$ cat src/rtl/fc_pkg.sv
// Shared types for the FC weight sequencer: FSM states, ROM geometry and the per-beat flag set.
// FC_SEQ_BIAS_EN adds the is_bias flag to every beat.
package fc_pkg;

  localparam int FC_ROM_ADDR_W = 9;
  localparam int FC_ROM_DATA_W = 16;

  typedef enum logic [1:0] {
    IDLE,
    RUN,
    DRAIN,
    DONE
  } fc_seq_state_t;

  typedef struct packed {
`ifdef FC_SEQ_BIAS_EN
    logic is_bias;
`endif
    logic b_en;
    logic last_neuron;
    logic last_layer;
  } fc_seq_flags_t;

  localparam int FC_SEQ_FLAG_W = $bits(fc_seq_flags_t);

endpackage

$ cat src/rtl/fc_weight_sequencer_if.sv
// Weight-pair stream from the sequencer (master) to the FC MAC array (slave).
// is_bias exists only when FC_SEQ_BIAS_EN is defined.
interface fc_weight_sequencer_if
  import fc_pkg::*;
#(
  parameter int DATA_W = FC_ROM_DATA_W
);

  logic              w_valid;
  logic              w_ready;
  logic [DATA_W-1:0] w_a;
  logic [DATA_W-1:0] w_b;
  logic              w_b_en;
  logic              last_neuron;
  logic              last_layer;
`ifdef FC_SEQ_BIAS_EN
  logic              is_bias;

  modport master (output w_valid, w_a, w_b, w_b_en, last_neuron, last_layer, is_bias,
                  input  w_ready);
  modport slave  (input  w_valid, w_a, w_b, w_b_en, last_neuron, last_layer, is_bias,
                  output w_ready);
`else
  modport master (output w_valid, w_a, w_b, w_b_en, last_neuron, last_layer,
                  input  w_ready);
  modport slave  (input  w_valid, w_a, w_b, w_b_en, last_neuron, last_layer,
                  output w_ready);
`endif

endinterface

$ cat src/rtl/fc_seq_fifo.sv
// First-word-fall-through skid FIFO holding ROM words plus beat flags.
// Storage is not reset; only the pointers are, so an empty FIFO is the reset state.
module fc_seq_fifo #(
  parameter int WIDTH = 35,
  parameter int DEPTH = 4
) (
  input  logic                     clock,
  input  logic                     reset_n,
  input  logic                     push_i,
  input  logic [WIDTH-1:0]         din_i,
  input  logic                     pop_i,
  output logic [WIDTH-1:0]         dout_o,
  output logic [$clog2(DEPTH):0]   count_o,
  output logic                     empty_o
);

  localparam int PW = $clog2(DEPTH);

  logic [WIDTH-1:0] mem_q [DEPTH];
  logic [PW:0]      wr_q, rd_q;
  logic             full, do_push, do_pop;

  assign count_o = wr_q - rd_q;
  assign empty_o = (count_o == '0);
  assign full    = (count_o == (PW+1)'(DEPTH));
  assign do_pop  = pop_i & ~empty_o;
  // A pop in the same cycle frees the slot, so push at full is still safe.
  assign do_push = push_i & (~full | do_pop);
  assign dout_o  = mem_q[rd_q[PW-1:0]];

  always_ff @(posedge clock or negedge reset_n) begin
    if (!reset_n) begin
      wr_q <= '0;
      rd_q <= '0;
    end else begin
      if (do_push) wr_q <= wr_q + (PW+1)'(1);
      if (do_pop)  rd_q <= rd_q + (PW+1)'(1);
    end
  end

  always_ff @(posedge clock) begin
    if (do_push) mem_q[wr_q[PW-1:0]] <= din_i;
  end

endmodule

$ cat src/rtl/fc_weight_sequencer.sv
// Address sequencer for a dual-port FC weight ROM: walks neurons, fetches weight pairs, streams them out.
// Optional FC_SEQ_BIAS_EN appends one bias beat per neuron (address N_OUT*N_IN+o).
module fc_weight_sequencer
  import fc_pkg::*;
#(
  parameter int N_OUT      = 10,
  parameter int N_IN       = 32,
  parameter int ADDR_W     = FC_ROM_ADDR_W,
  parameter int DATA_W     = FC_ROM_DATA_W,
  parameter int FIFO_DEPTH = 4
) (
  input  logic                 clock,
  input  logic                 reset_n,
  input  logic                 start,
  output logic [ADDR_W-1:0]    address_a,
  output logic [ADDR_W-1:0]    address_b,
  input  logic [DATA_W-1:0]    q_a,
  input  logic [DATA_W-1:0]    q_b,
  output logic                 busy,
  output logic                 done,
  fc_weight_sequencer_if.master wbus
);

  localparam int CNT_W  = $clog2(FIFO_DEPTH) + 1;
  localparam int FIFO_W = 2*DATA_W + FC_SEQ_FLAG_W;
`ifdef FC_SEQ_BIAS_EN
  localparam logic BIAS_EN = 1'b1;
`else
  localparam logic BIAS_EN = 1'b0;
`endif
  localparam logic              ODD_IN    = ((N_IN % 2) == 1);
  localparam logic [ADDR_W-1:0] LAST_I    = ADDR_W'(((N_IN - 1) / 2) * 2);
  localparam logic [ADDR_W-1:0] LAST_O    = ADDR_W'(N_OUT - 1);
  localparam logic [ADDR_W-1:0] N_IN_A    = ADDR_W'(N_IN);
  localparam logic [ADDR_W-1:0] BIAS_BASE = ADDR_W'(N_OUT * N_IN);

  fc_seq_state_t     state_q, state_d;
  logic [ADDR_W-1:0] o_q, o_d, i_q, i_d, row_q, row_d;
  logic              bias_ph_q, bias_ph_d;
  logic [ADDR_W-1:0] addr_a_q, addr_b_q, nxt_a, nxt_b;
  logic              s1_q, s2_q, issue;
  fc_seq_flags_t     f1_q, f2_q, nxt_f, fo;
  logic              last_pair, neuron_end, credit_ok, valid, pop;
  logic [CNT_W-1:0]  fifo_count;
  logic              fifo_empty;
  logic [FIFO_W-1:0] fifo_din, fifo_dout;
  logic [CNT_W:0]    credit;

  // In-flight beats (address stage + ROM stage) reserve FIFO slots before they arrive.
  assign credit    = {1'b0, fifo_count} + {{CNT_W{1'b0}}, s1_q} + {{CNT_W{1'b0}}, s2_q};
  assign credit_ok = (credit < (CNT_W+1)'(FIFO_DEPTH));

  always_comb begin
    nxt_f      = '0;
    last_pair  = (i_q == LAST_I);
    neuron_end = BIAS_EN ? bias_ph_q : last_pair;
    nxt_a      = row_q + i_q;
    if (bias_ph_q) nxt_a = BIAS_BASE + o_q;
    nxt_f.b_en = ~bias_ph_q & ~(ODD_IN & last_pair);
    nxt_b      = nxt_f.b_en ? nxt_a + ADDR_W'(1) : nxt_a;
    nxt_f.last_neuron = neuron_end;
    nxt_f.last_layer  = neuron_end & (o_q == LAST_O);
`ifdef FC_SEQ_BIAS_EN
    nxt_f.is_bias = bias_ph_q;
`endif
  end

  always_comb begin
    state_d   = state_q;
    issue     = 1'b0;
    o_d       = o_q;
    i_d       = i_q;
    row_d     = row_q;
    bias_ph_d = bias_ph_q;
    unique case (state_q)
      IDLE: begin
        o_d       = '0;
        i_d       = '0;
        row_d     = '0;
        bias_ph_d = 1'b0;
        if (start) state_d = RUN;
      end
      RUN: begin
        if (credit_ok) begin
          issue = 1'b1;
          if (neuron_end) begin
            o_d       = o_q + ADDR_W'(1);
            i_d       = '0;
            row_d     = row_q + N_IN_A;
            bias_ph_d = 1'b0;
            if (o_q == LAST_O) state_d = DRAIN;
          end else if (BIAS_EN && last_pair) begin
            bias_ph_d = 1'b1;
          end else begin
            i_d = i_q + ADDR_W'(2);
          end
        end
      end
      DRAIN: if (fifo_empty && !s1_q && !s2_q) state_d = DONE;
      DONE:  state_d = IDLE;
      default: state_d = IDLE;
    endcase
  end

  always_ff @(posedge clock or negedge reset_n) begin
    if (!reset_n) state_q <= IDLE;
    else          state_q <= state_d;
  end

  // Stage 1: address register. Stage 2: ROM output register. FIFO write follows.
  always_ff @(posedge clock or negedge reset_n) begin
    if (!reset_n) begin
      o_q       <= '0;
      i_q       <= '0;
      row_q     <= '0;
      bias_ph_q <= 1'b0;
      addr_a_q  <= '0;
      addr_b_q  <= '0;
      s1_q      <= 1'b0;
      s2_q      <= 1'b0;
      f1_q      <= '0;
      f2_q      <= '0;
    end else begin
      o_q       <= o_d;
      i_q       <= i_d;
      row_q     <= row_d;
      bias_ph_q <= bias_ph_d;
      s1_q      <= issue;
      s2_q      <= s1_q;
      if (issue) begin
        addr_a_q <= nxt_a;
        addr_b_q <= nxt_b;
        f1_q     <= nxt_f;
      end
      f2_q <= f1_q;
    end
  end

  assign fifo_din = {f2_q, q_a, (f2_q.b_en ? q_b : {DATA_W{1'b0}})};

  fc_seq_fifo #(
    .WIDTH (FIFO_W),
    .DEPTH (FIFO_DEPTH)
  ) u_fifo (
    .clock   (clock),
    .reset_n (reset_n),
    .push_i  (s2_q),
    .din_i   (fifo_din),
    .pop_i   (pop),
    .dout_o  (fifo_dout),
    .count_o (fifo_count),
    .empty_o (fifo_empty)
  );

  assign valid = ~fifo_empty;
  assign pop   = valid & wbus.w_ready;
  assign fo    = fifo_dout[FIFO_W-1 -: FC_SEQ_FLAG_W];

  // Outputs are masked while empty so unreset FIFO storage never leaks out.
  assign wbus.w_valid     = valid;
  assign wbus.w_a         = valid ? fifo_dout[2*DATA_W-1 -: DATA_W] : '0;
  assign wbus.w_b         = valid ? fifo_dout[DATA_W-1:0] : '0;
  assign wbus.w_b_en      = valid & fo.b_en;
  assign wbus.last_neuron = valid & fo.last_neuron;
  assign wbus.last_layer  = valid & fo.last_layer;
`ifdef FC_SEQ_BIAS_EN
  assign wbus.is_bias     = valid & fo.is_bias;
`endif

  assign address_a = addr_a_q;
  assign address_b = addr_b_q;
  assign busy      = (state_q == RUN) || (state_q == DRAIN);
  assign done      = (state_q == DONE);

endmodule

$ cat src/flat_wrapper.sv
// flat-port wrapper written by rule: the top's interface ports become plain ports
module fc_weight_sequencer_flat import fc_pkg::*;
#(
  parameter int N_OUT      = 10,
  parameter int N_IN       = 32,
  parameter int ADDR_W     = FC_ROM_ADDR_W,
  parameter int DATA_W     = FC_ROM_DATA_W,
  parameter int FIFO_DEPTH = 4
)
  (clock, reset_n, start, address_a, address_b, q_a, q_b, busy, done, wbus_w_valid, wbus_w_a, wbus_w_b, wbus_w_b_en, wbus_last_neuron, wbus_last_layer, wbus_w_ready);
  fc_weight_sequencer_if #(.DATA_W(DATA_W)) wbus_i ();
  input  logic clock;
  input  logic reset_n;
  input  logic start;
  output logic [ADDR_W-1:0] address_a;
  output logic [ADDR_W-1:0] address_b;
  input  logic [DATA_W-1:0] q_a;
  input  logic [DATA_W-1:0] q_b;
  output logic busy;
  output logic done;
  output wire logic [$bits(wbus_i.w_valid)-1:0] wbus_w_valid;
  output wire logic [$bits(wbus_i.w_a)-1:0] wbus_w_a;
  output wire logic [$bits(wbus_i.w_b)-1:0] wbus_w_b;
  output wire logic [$bits(wbus_i.w_b_en)-1:0] wbus_w_b_en;
  output wire logic [$bits(wbus_i.last_neuron)-1:0] wbus_last_neuron;
  output wire logic [$bits(wbus_i.last_layer)-1:0] wbus_last_layer;
  input wire logic [$bits(wbus_i.w_ready)-1:0] wbus_w_ready;
  assign wbus_w_valid = wbus_i.w_valid;
  assign wbus_w_a = wbus_i.w_a;
  assign wbus_w_b = wbus_i.w_b;
  assign wbus_w_b_en = wbus_i.w_b_en;
  assign wbus_last_neuron = wbus_i.last_neuron;
  assign wbus_last_layer = wbus_i.last_layer;
  assign wbus_i.w_ready = wbus_w_ready;
  fc_weight_sequencer #(.N_OUT(N_OUT), .N_IN(N_IN), .ADDR_W(ADDR_W), .DATA_W(DATA_W), .FIFO_DEPTH(FIFO_DEPTH)) u_core (.clock(clock), .reset_n(reset_n), .start(start), .address_a(address_a), .address_b(address_b), .q_a(q_a), .q_b(q_b), .busy(busy), .done(done), .wbus(wbus_i));
endmodule
$ cat config.mk
export PLATFORM = sky130hd
export DESIGN_NAME = fc_weight_sequencer_flat
export DESIGN_NICKNAME = d
export VERILOG_FILES = /design/src/rtl/fc_pkg.sv /design/src/rtl/fc_weight_sequencer_if.sv /design/src/rtl/fc_seq_fifo.sv /design/src/rtl/fc_weight_sequencer.sv /design/src/flat_wrapper.sv
export SDC_FILE = /design/constraint.sdc
export NUM_CORES = 1
export LEC_CHECK = 0
export ABC_AREA = 0
export CAP_MARGIN = 20
export CELL_PAD_IN_SITES_DETAIL_PLACEMENT = 0
export CELL_PAD_IN_SITES_GLOBAL_PLACEMENT = 1
export CORE_MARGIN = 1.5
export CORE_UTILIZATION = 43
export CTS_CLUSTER_DIAMETER = 40
export DETAILED_ROUTE_END_ITERATION = 7
export PLACE_DENSITY_LB_ADDON = 0.3
export SYNTH_ARGS = -nofsm -noshare
export SYNTH_HDL_FRONTEND = slang
export SYNTH_SLANG_ARGS = --single-unit
$ cat constraint.sdc
create_clock -name clock -period 3.14 [get_ports clock]
set_clock_uncertainty 0.15 [all_clocks]
set_input_delay 0.628 -clock clock [delete_from_list [all_inputs] [get_ports clock]]
set_output_delay 0.628 -clock clock [all_outputs]
set_load 0.05 [all_outputs]
==> metrics, run 1 <==
outcome=complete, no violations; Post-Synth Simple-Gate Area=10.5%; Inserted Diodes=0; H-Tree Depth=4; critical path startpoint=u_core.u_fifo.rd_q[0]$_DFFE_PN0P_; synthesis-to-layout area growth=25.6%; IO Port Bufs=90; Avg Vias per Cell=5.07; Post-synth EDFFs=140; Final ANT Viol Nets=0; mapped cell area=0.00792 sq mm; CTS buffer count=17; grt total ovfl=0; gr usage total=15.9%; Net Count, Synth=540; Rows=49; most common cell after layout, fill and taps aside=edfxtp_1; Die Area=0.0192 sq mm; Async SR Flop Fraction=27.1%; startpoint types=flip-flop; Relative slew margins=34.0%; Yosys reg bits=192; worst slew pin tran=0.990 ns; Starting Density=43.9%; routed vias=4,219; post-synthesis mux area share=10.4%; initial DRC count=243; Final Hold Viols=0; synth unique cells=41; first-pass GRT wire length=23.4 mm; Most used DFF post-synth=edfxtp_1; Fillers=1,465; I/O pin cnt=92; initial antenna violation count=0; CP Max Fanout=15; combinational family with the most area after synthesis=simple AND/OR/NAND/NOR gates; Mapped Avg Cell Area=16.4 sq um; drt wl/cell=18.3 microns; worst skew pair latency=0.43 ns; Worst EP required=2.36 ns; dpl hpwl=9.06 mm; Highest Clock Rate=320 MHz; Max-Cap Viols=0; DP Area=0.00903 sq mm; pin count of the biggest net entering global routing=38; vias in the first global route=4,421; core area=0.0180 sq mm; share of cells above drive strength 1=25.4%; crit end category=output pin; CTS tree=done; CTS sink count=192; Post-Synthesis Cells=484; Synth Area in Adders=3.25%; Routed Wire Length=15.2 mm; CTS Root Cell=clkbuf_16; Compound-Gate Fraction of Synth Area=1.74%; CTS clock-pin slew for the worst setup and hold paths=0.07 ns; Max clock buf depth=2; drt drc=0; DIE WIDTH=139 microns; RSZ-0062 raised after global routing=yes; commonest non-fill, non-tap cells in the layout=edfxtp_1 (140), clkdlybuf4s50_1 (53), dfrtp_1 (50), nand2_1 (43), and2_1 (36); reg-to-reg startpoint=u_core.u_fifo.rd_q[0]$_DFFE_PN0P_; Synth Warn #=0; worst min path class=primary input to async pin; xor and xnor area share after synthesis=2.62%; fin nets=646; Final setup viols=0; Pre-antenna DRT Iters=4; GP Congestion=0.742; arrival time at the worst endpoint=2.35 ns; Seq/Total Area, Yosys=69.5%; min cycle time layout=3.13 ns; Final Cycle Share=99.6%; Final Max Tran Viols=0; Hold Buf Count CTS=0; critical path type=flip-flop to output pin; Die Y=139 microns; post-route design area=0.00995 sq mm
==> state kept, by name (all words and copies together), names as in the netlist <==
signal	cells
u_core.u_fifo.wr_q	3
u_core.u_fifo.rd_q	3
u_core.row_q	4
u_core.address_b	9
u_core.i_q	8
u_core.s2_q	1
u_core.f1_q	2
u_core.o_q	9
u_core.state_q	2
u_core.u_fifo.mem_q	140
u_core.address_a	7
u_core.f2_q	3
u_core.s1_q	1
==> worst paths after layout <==
path / to / slack (ns) / cells past startpoint
min reg2reg: u_core.f2_q[0]$_DFF_PN0_ / 0.23 / 0
min: u_core.address_b[6]$_DFFE_PN0P_ / 0.07 / 1
max reg2reg: u_core.u_fifo.mem_q[0][26]$_DFFE_PP_ / 0.23 / 6
min in group clock: u_core.f2_q[0]$_DFF_PN0_ / 0.23 / 0
max in group asynchronous: u_core.row_q[5]$_DFFE_PN0P_ / 2.20 / 2
max: wbus_w_a[9] / 0.01 / 7
==> synthesized netlist by cell type, types with 2 or more instances <==
master	count	area, sq um
edfxtp_1	140	4200
and2_1	57	357
dfrtp_1	52	1300
nand2_1	43	161
mux4_2	35	788
nor2_1	21	78.8
ha_1	19	238
nand3_1	13	65.1
xnor2_1	13	114
clkbuf_1	10	37.5
o21ai_0	9	45.0
xor2_1	8	70.1
inv_1	7	26.3
nand4_1	7	43.8
buf_2	6	30.0
buf_4	6	45.0
nor3_1	5	25.0
a21oi_1	4	20.0
nand2b_1	3	18.8
and3_1	2	12.5
and4_1	2	17.5
nor4b_1	2	17.5
o21a_1	2	15.0
==> per-stage QoR <==
stage	TNS (ns)	util, %	hold WS [ns]	cells	worst slack (ns)
after floorplan	0	-	0.182	484	0.148
after global placement	0	50.1	0.212	791	0.222
after detailed placement	0	50.1	0.224	791	0.117
after CTS	0	54.0	0.0838	825	0.000468
after global routing	-1.41	55.2	0.117	832	-0.0749
final	0	55.2	0.0697	832	0.0140
==> final cells by class <==
type / count / area (sq um) / share of cell area, %
clock buffer: 17 / 425 / 4.28
clock inverter: 15 / 183 / 1.84
inverter: 8 / 30.0 / 0.302
multi-input combinational: 261 / 2330 / 23.4
sequential: 192 / 5510 / 55.4
tap: 229 / 287 / 2.88
timing repair buffer: 110 / 1190 / 11.9
==> logic make-up after synthesis <==
kind of cell / count (synthesis)
flip-flops: 192
AND/OR/NAND/NOR: 159
AO/OA/AOI/OAI: 21
buffers and inverters: 31
XOR/XNOR: 22
other: 1
multiplexers: 38
adder cells (fa/ha/maj): 20
==> routing by layer <==
metal / track usage (%) / up-vias / share of wire [%]
met5: 0 / - / 0
li1: - / 1995 / -
met4: 4.77 / 0 / 1.1
met2: 27.5 / 94 / 52
met3: 4.28 / 15 / 4.5
met1: 19.5 / 2115 / 43
==> what timing repair did <==
item	CTS	global route
gates resized for setup	23	37
cloned	0	2
hold endpoints to repair	0	0
buffers inserted	2	5
setup endpoints to repair	35	35
pin swaps	0	0
==> critical path, cell delays in order (launching register included) <==
cell and delay, ns:
dfrtp_2 0.43, ha_4 0.16, fa_1 0.36, xnor3_2 0.27, nand3_4 0.18, clkbuf_16 0.20, and2_1 0.15, buf_6 0.16
Power of run 1 is left out: the tool's default activity adds up to more than one toggle a clock period on the data nets, which glitch-free logic cannot reach.
==> run 2: changes to the inputs <==
--- a/config.mk
+++ b/config.mk
@@ -16,4 +16,5 @@
 export PLACE_DENSITY_LB_ADDON = 0.3
 export SYNTH_ARGS = -nofsm -noshare
 export SYNTH_HDL_FRONTEND = slang
+export SYNTH_HIERARCHICAL = 1
 export SYNTH_SLANG_ARGS = --single-unit
==> constraint.sdc (replaced) <==
create_clock -name clock -period 3.92 [get_ports clock]
set_clock_uncertainty 0.15 [all_clocks]
set_input_delay 0.784 -clock clock [delete_from_list [all_inputs] [get_ports clock]]
set_output_delay 0.784 -clock clock [all_outputs]
set_load 0.05 [all_outputs]
==> run 2 against run 1 <==
Against the previous run:
- worst hold slack gained 0.059 ns
- synthesized cell count grew 4.1%
- final area shrank 2.3%
- die area grew 2.0%
- highest routed layer unchanged
==> metrics, run 2 <==
initial DRC count=211; Fillers=1,466; initial antenna violation count=0; drt wl/cell=17.8 microns; GP Congestion=0.716; outcome=complete, no violations; Inserted Diodes=0; drt drc=0; Final ANT Viol Nets=0; startpoint types=flip-flop; area of the multi-input gates=0.00242 sq mm; Hold Buf Count CTS=0; CP Max Fanout=36; CTS clock-pin slew for the worst setup and hold paths=0.07 ns; r2r setup slk=0.44 ns; Most used DFF post-synth=edfxtp_1; most common cell after layout, fill and taps aside=edfxtp_1; Worst EP required=2.99 ns; top-count cell post-synth=edfxtp_1; Relative slew margins=35.6%; CTS tree=done; synth unique cells=56; mapped cell area=0.00808 sq mm; share of cells above drive strength 1=21.1%; Pre-antenna DRT Iters=4; IO Port Bufs=90; min cycle time layout=3.69 ns; # resized after CTS=0; DIE WIDTH=140 microns; Max-Cap Viols=0; CTS Root Cell=clkbuf_16; dpl hpwl=9.26 mm; top cell type's share of synthesized area=52.0%; routed vias=4,486; CTS buffer count=17; top post-synthesis cells by area=edfxtp_1 (52%), dfrtp_1 (16%), mux4_2 (9.8%); arrival time at the worst endpoint=2.76 ns; Mapped Avg Cell Area=16.0 sq um; register area=0.00551 sq mm; Post-synth EDFFs=140; Reg2Reg Capture Point=u_core/u_fifo/mem_q[0][0]$_DFFE_PP_; CTS sink count=192; Net Count, Synth=560; Final Hold Viols=0; Starting Density=44.4%; Highest Clock Rate=271 MHz; H-Tree Depth=4; Routed Wire Length=14.9 mm; I/O pin cnt=92; post-route setup TNS=0 ns; Yosys reg bits=192; Die Y=140 microns; Rows=49; worst skew pair latency=0.42 ns; worst r2r path cells=9; Synth area leader=edfxtp_1; Die Area=0.0196 sq mm; Post-Synthesis Cells=504; Final Cycle Share=94.2%; critical path type=flip-flop to output pin; pin count of the biggest net entering global routing=39; RSZ-0062 raised after global routing=no; max reg flops=140; gr usage total=16.5%; first-pass GRT wire length=24.7 mm; Final Max Tran Viols=0; Final setup viols=0; Avg Vias per Cell=5.35; Synth Warn #=6; reg-to-reg startpoint=u_core/u_fifo/wr_q[0]$_DFFE_PN0P_; commonest non-fill, non-tap cells in the layout=edfxtp_1 (140), clkdlybuf4s50_1 (53), dfrtp_1 (50), nand2_1 (46), buf_4 (43); Seq/Total Area, Yosys=68.1%; core area=0.0182 sq mm; crit end category=output pin; grt total ovfl=0; worst slew pin tran=0.966 ns; synthesis-to-layout area growth=20.3%; vias in the first global route=4,641; worst min path class=primary input to async pin; Async SR Flop Fraction=27.1%; Max clock buf depth=2; Setup Buffers After CTS=0; synth cell count leaders=edfxtp_1 (140), dfrtp_1 (52), nand2_1 (46), nor2b_1 (36), mux4_2 (35); fin nets=653
-- run 2: changes by cell type after synthesis, sizes merged, moves of 3 or more --
cell	change
or3	+3
nor2	-15
o31ai	+5
inv	+6
xnor2	-6
and3	+3
nor2b	+35
a21oi	+10
or4	+5
nand2	+4
xor2	-7
and2	-40
buf	+3
-- run 2: cells by family after synthesis --
family,synth area share [%]
AOI/OAI and AO/OA,4.06
buffers and inverters,2.20
muxes,10.7
and+or+nand+nor,10.5
other,0.0464
DFF,68.1
adders and majority gates,3.19
xor gates and xnor gates,1.18
-- run 2: worst max path at each step --
stage | start | end | slack, ns | depth (start not counted)
floorplan | u_core/u_fifo/wr_q[0]$_DFFE_PN0P_ | u_core/u_fifo/mem_q[3][0]$_DFFE_PP_ | 0.32 | 9
global placement | u_core/u_fifo/wr_q[0]$_DFFE_PN0P_ | u_core/u_fifo/mem_q[0][13]$_DFFE_PP_ | 0.50 | 9
detailed placement | u_core/u_fifo/wr_q[0]$_DFFE_PN0P_ | u_core/u_fifo/mem_q[0][14]$_DFFE_PP_ | 0.41 | 9
CTS | u_core/u_fifo/wr_q[0]$_DFFE_PN0P_ | wbus_w_b[5] | 0.08 | 8
global route | u_core/u_fifo/wr_q[0]$_DFFE_PN0P_ | wbus_w_b[5] | 0.08 | 8
finish | u_core/u_fifo/wr_q[0]$_DFFE_PN0P_ | wbus_w_b[5] | 0.23 | 8
-- run 2: critical path, stage by stage (launching register included) --
cell     delay (ns)
dfrtp_1        0.41
inv_1          0.11
ha_1           0.22
fa_1           0.44
xor3_2         0.35
nor2_4         0.17
buf_6          0.29
nor2b_1        0.11
buf_4          0.20
-- run 2: layout make-up --
| cell class | instances | share of cell area (%) |
|---|---|---|
| Clock buffer | 17 | 4.38 |
| Inverter | 14 | 0.541 |
| Clock inverter | 15 | 1.44 |
| Timing Repair Buffer | 99 | 9.15 |
| Sequential cell | 192 | 56.7 |
| Multi-Input combinational cell | 273 | 24.9 |
| Tap cell | 229 | 2.95 |
-- run 2: metrics by stage --
| step | instances | worst slack (ns) | cell area, sq um | utilization (%) | hold WS (ns) |
|---|---|---|---|---|---|
| floorplan | 504 | 0.319 | 8080 | - | 0.204 |
| global placement | 807 | 0.496 | 9150 | 50.3 | 0.215 |
| detailed placement | 807 | 0.414 | 9150 | 50.3 | 0.223 |
| CTS | 839 | 0.0754 | 9720 | 53.4 | 0.123 |
| global route | 839 | 0.0816 | 9720 | 53.4 | 0.134 |
| finish | 839 | 0.228 | 9720 | 53.4 | 0.129 |
-- run 2: routing by layer --
layer	vias to the layer above	GRT usage, %	routed length, microns	part of all wire [%]
li1	2087	-	-	-
met1	2283	21.3	6610	44
met2	96	27.4	7450	50
met3	20	3.59	609	4.1
met4	0	6.59	224	1.5
met5	-	0	0	0
Power of run 2 is left out for the same reason.
==> run 3: changes to the inputs <==
--- a/config.mk
+++ b/config.mk
@@ -5,13 +5,13 @@
 export SDC_FILE = /design/constraint.sdc
 export NUM_CORES = 1
 export LEC_CHECK = 0
-export ABC_AREA = 0
+export ABC_AREA = 1
 export CAP_MARGIN = 20
 export CELL_PAD_IN_SITES_DETAIL_PLACEMENT = 0
 export CELL_PAD_IN_SITES_GLOBAL_PLACEMENT = 1
 export CORE_MARGIN = 1.5
 export CORE_UTILIZATION = 43
-export CTS_CLUSTER_DIAMETER = 40
+export CTS_BUF_LIST = sky130_fd_sc_hd__clkbuf_16
 export DETAILED_ROUTE_END_ITERATION = 7
 export PLACE_DENSITY_LB_ADDON = 0.3
 export SYNTH_ARGS = -nofsm -noshare
==> run 3 against run 2 <==
Against the previous run:
- synthesized area is 5.2% higher
- routed wire length rose by 11%
- utilization down 0.50 points
- global-route usage rose by 0.69 points
- final area increased by 5.5%
- non-clock buffer count rose by 3
- maximum frequency grew 1.4%
- worst setup slack better by 0.050 ns
- count of clock-buffer cells in the layout stayed put
- via count is 25% higher
==> metrics, run 3 <==
Final Hold Viols=0; worst skew pair latency=0.43 ns; Pre-antenna DRT Iters=4; startpoint types=flip-flop; Max VDD drop=0.634 mV; Synth area leader=edfxtp_1; GP Congestion=0.758; first-pass GRT wire length=27.1 mm; Synth Warn #=6; top cell type's share of synthesized area=49.5%; IO Port Bufs=90; Starting Density=43.8%; Mapped Avg Cell Area=10.4 sq um; dpl hpwl=10.0 mm; fin nets=957; Non-Filler Instances=1,179; Final setup viols=0; synth cell count leaders=nand2_1 (144), edfxtp_1 (140), nor2_1 (134), inv_1 (98); initial antenna violation count=0; Worst EP required=2.99 ns; Die Y=144 microns; Relative slew margins=49.2%; Hold Buf Count CTS=0; leakage=4.32 nW; Fillers=1,750; Sw Share=46.9%; most used cell, CP=inv_1; Highest Clock Rate=275 MHz; Most used DFF post-synth=edfxtp_1; DIE WIDTH=144 microns; routed vias=5,605; Avg Vias per Cell=4.75; Buf/Inv on CP=5; Yosys reg bits=192; Rows=51; core area=0.0194 sq mm; PD cells=865 mW/mm^2; initial DRC count=282; Inserted Diodes=0; post-layout util=52.9%; most common cell after layout, fill and taps aside=nand2_1; RSZ-0062 raised after global routing=no; CTS Root Cell=clkbuf_16; Async SR Flop Fraction=27.1%; Seq/Total Area, Yosys=64.8%; H-Tree Depth=4; Post-synth EDFFs=140; critical path type=flip-flop to output pin; mapped cell area=0.00850 sq mm; Final Max Tran Viols=0; clock share of power=20.3%; pin count of the biggest net entering global routing=73; sw power=4.16 mW; Routed Wire Length=16.5 mm; I/O pin cnt=92; CTS clock-pin slew for the worst setup and hold paths=0.07 ns; top post-synthesis cells by area=edfxtp_1 (49%), dfrtp_1 (15%), nand2_1 (6.4%); CP delay by family, top=buffers and inverters; register area=0.00551 sq mm; # resized after CTS=0; vias in the first global route=5,330; post-route setup TNS=0 ns; Final Cycle Share=92.9%; grt total ovfl=0; CTS sink count=192; drt wl/cell=14.0 microns; synth unique cells=36; worst slew pin tran=0.763 ns; gr usage total=17.2%; share of cells above drive strength 1=12.1%; synthesis-to-layout area growth=20.7%; internal power=4.71 mW; CTS tree=done; Post-Synthesis Cells=818; worst min path class=primary input to async pin; max reg flops=140; Final ANT Viol Nets=0; outcome=complete, no violations; commonest non-fill, non-tap cells in the layout=nand2_1 (144), edfxtp_1 (140), nor2_1 (130), inv_1 (99), clkdlybuf4s50_1 (53); arrival time at the worst endpoint=2.71 ns; Fin Hold WS=0.204 ns; drt drc=0; max incr delay on CP=0.51 ns; Setup Buffers After CTS=0; top-count cell post-synth=nand2_1; Cells after DPL=1,147; critical path, cell by cell=inv_1 > ha_1 > fa_1 > nand2_1 > inv_1 > nand3_2 > inv_1 > buf_4 > nor2_1 > buf_4; min cycle time layout=3.64 ns; crit end category=output pin; Gate power share=51.3%; slowest CP cell=fa_1; sequential group share of total power=28.4%; Max-Cap Viols=0; CTS buffer count=17; Net Count, Synth=874; Max clock buf depth=2; Die Area=0.0206 sq mm; area of the multi-input gates=0.00243 sq mm; CP Max Fanout=37
==> run 3: cell types whose count changed in the layout (fill, tap and decap cells not counted), sizes merged, moves of 11 or more <==
cell and delta:
nor2 +131, nand2 +104, inv +86, o21ai +80, nor2b -36, mux4 -35
o22ai +34, nand3 +20, and2 -17, a21oi -11
==> run 3: metrics by stage <==
| step | setup slack (ns) | power [mW] | cell area, sq um |
|---|---|---|---|
| finish | 0.278 | 8.88 | 10300 |
| global route | 0.0494 | 9.43 | 10300 |
| CTS | 0.224 | 8.99 | 10300 |
| detailed placement | 0.663 | 7.18 | 9630 |
| global placement | 0.718 | 7.15 | 9630 |
| floorplan | -0.275 | 5.92 | 8500 |
==> run 3: area by class of cell <==
class / instances / share of cell area (%)
repair buffers: 102 / 9.46
well taps: 265 / 3.23
clock buffers: 17 / 4.15
inverters: 102 / 3.78
clock inverters: 15 / 1.96
multi-input cells: 486 / 23.7
flip-flops and latches: 192 / 53.7
==> run 3: layer usage <==
layer	global-route usage [%]	vias up	routed length, microns
met3	3.03	16	534
met2	28.8	92	7900
met1	22.6	2630	7900
met4	5.80	0	211
met5	0	-	0
li1	-	2867	-
==> run 3: power groups by stage <==
stage	sequential [mW]	combinational [mW]	clock [mW]
after floorplan	2.62	3.30	0
after global placement	2.56	4.59	0
after detailed placement	2.56	4.61	0
after CTS	2.52	4.62	1.85
after global routing	2.54	4.96	1.93
final	2.52	4.55	1.80
==> run 3: logic make-up (layout without fill, tap and decap cells) <==
group	count (synthesis)	count (layout)	share of synthesized area, %
compound gates	129	129	8.51
xor+xnor	9	9	0.928
fa+ha+maj	20	20	3.03
buf+inv	140	236	6.92
flops	192	192	64.8
other cells	1	1	0.0441
simple gates	327	327	15.8
==> run 3: worst paths after layout <==
path                                                   start                                   end  slack (ns)  cells after the start
max                        u_core/u_fifo/wr_q[0]$_DFFE_PN0P_                          wbus_w_b[13]        0.28                     10
min                                                  reset_n       u_core/address_b[7]$_DFFE_PN0P_        0.20                      1
max in group asynchronous                            reset_n     u_core/u_fifo/rd_q[0]$_DFFE_PN0P_        2.61                      2
min reg2reg                       u_core/f1_q[1]$_DFFE_PN0P_              u_core/f2_q[1]$_DFF_PN0_        0.24                      0
max reg2reg                u_core/u_fifo/wr_q[0]$_DFFE_PN0P_  u_core/u_fifo/mem_q[1][34]$_DFFE_PP_        0.68                     13
min in group clock                u_core/f1_q[1]$_DFFE_PN0P_              u_core/f2_q[1]$_DFF_PN0_        0.24                      0
No activity file was read; power rests on OpenSTA's default activity.
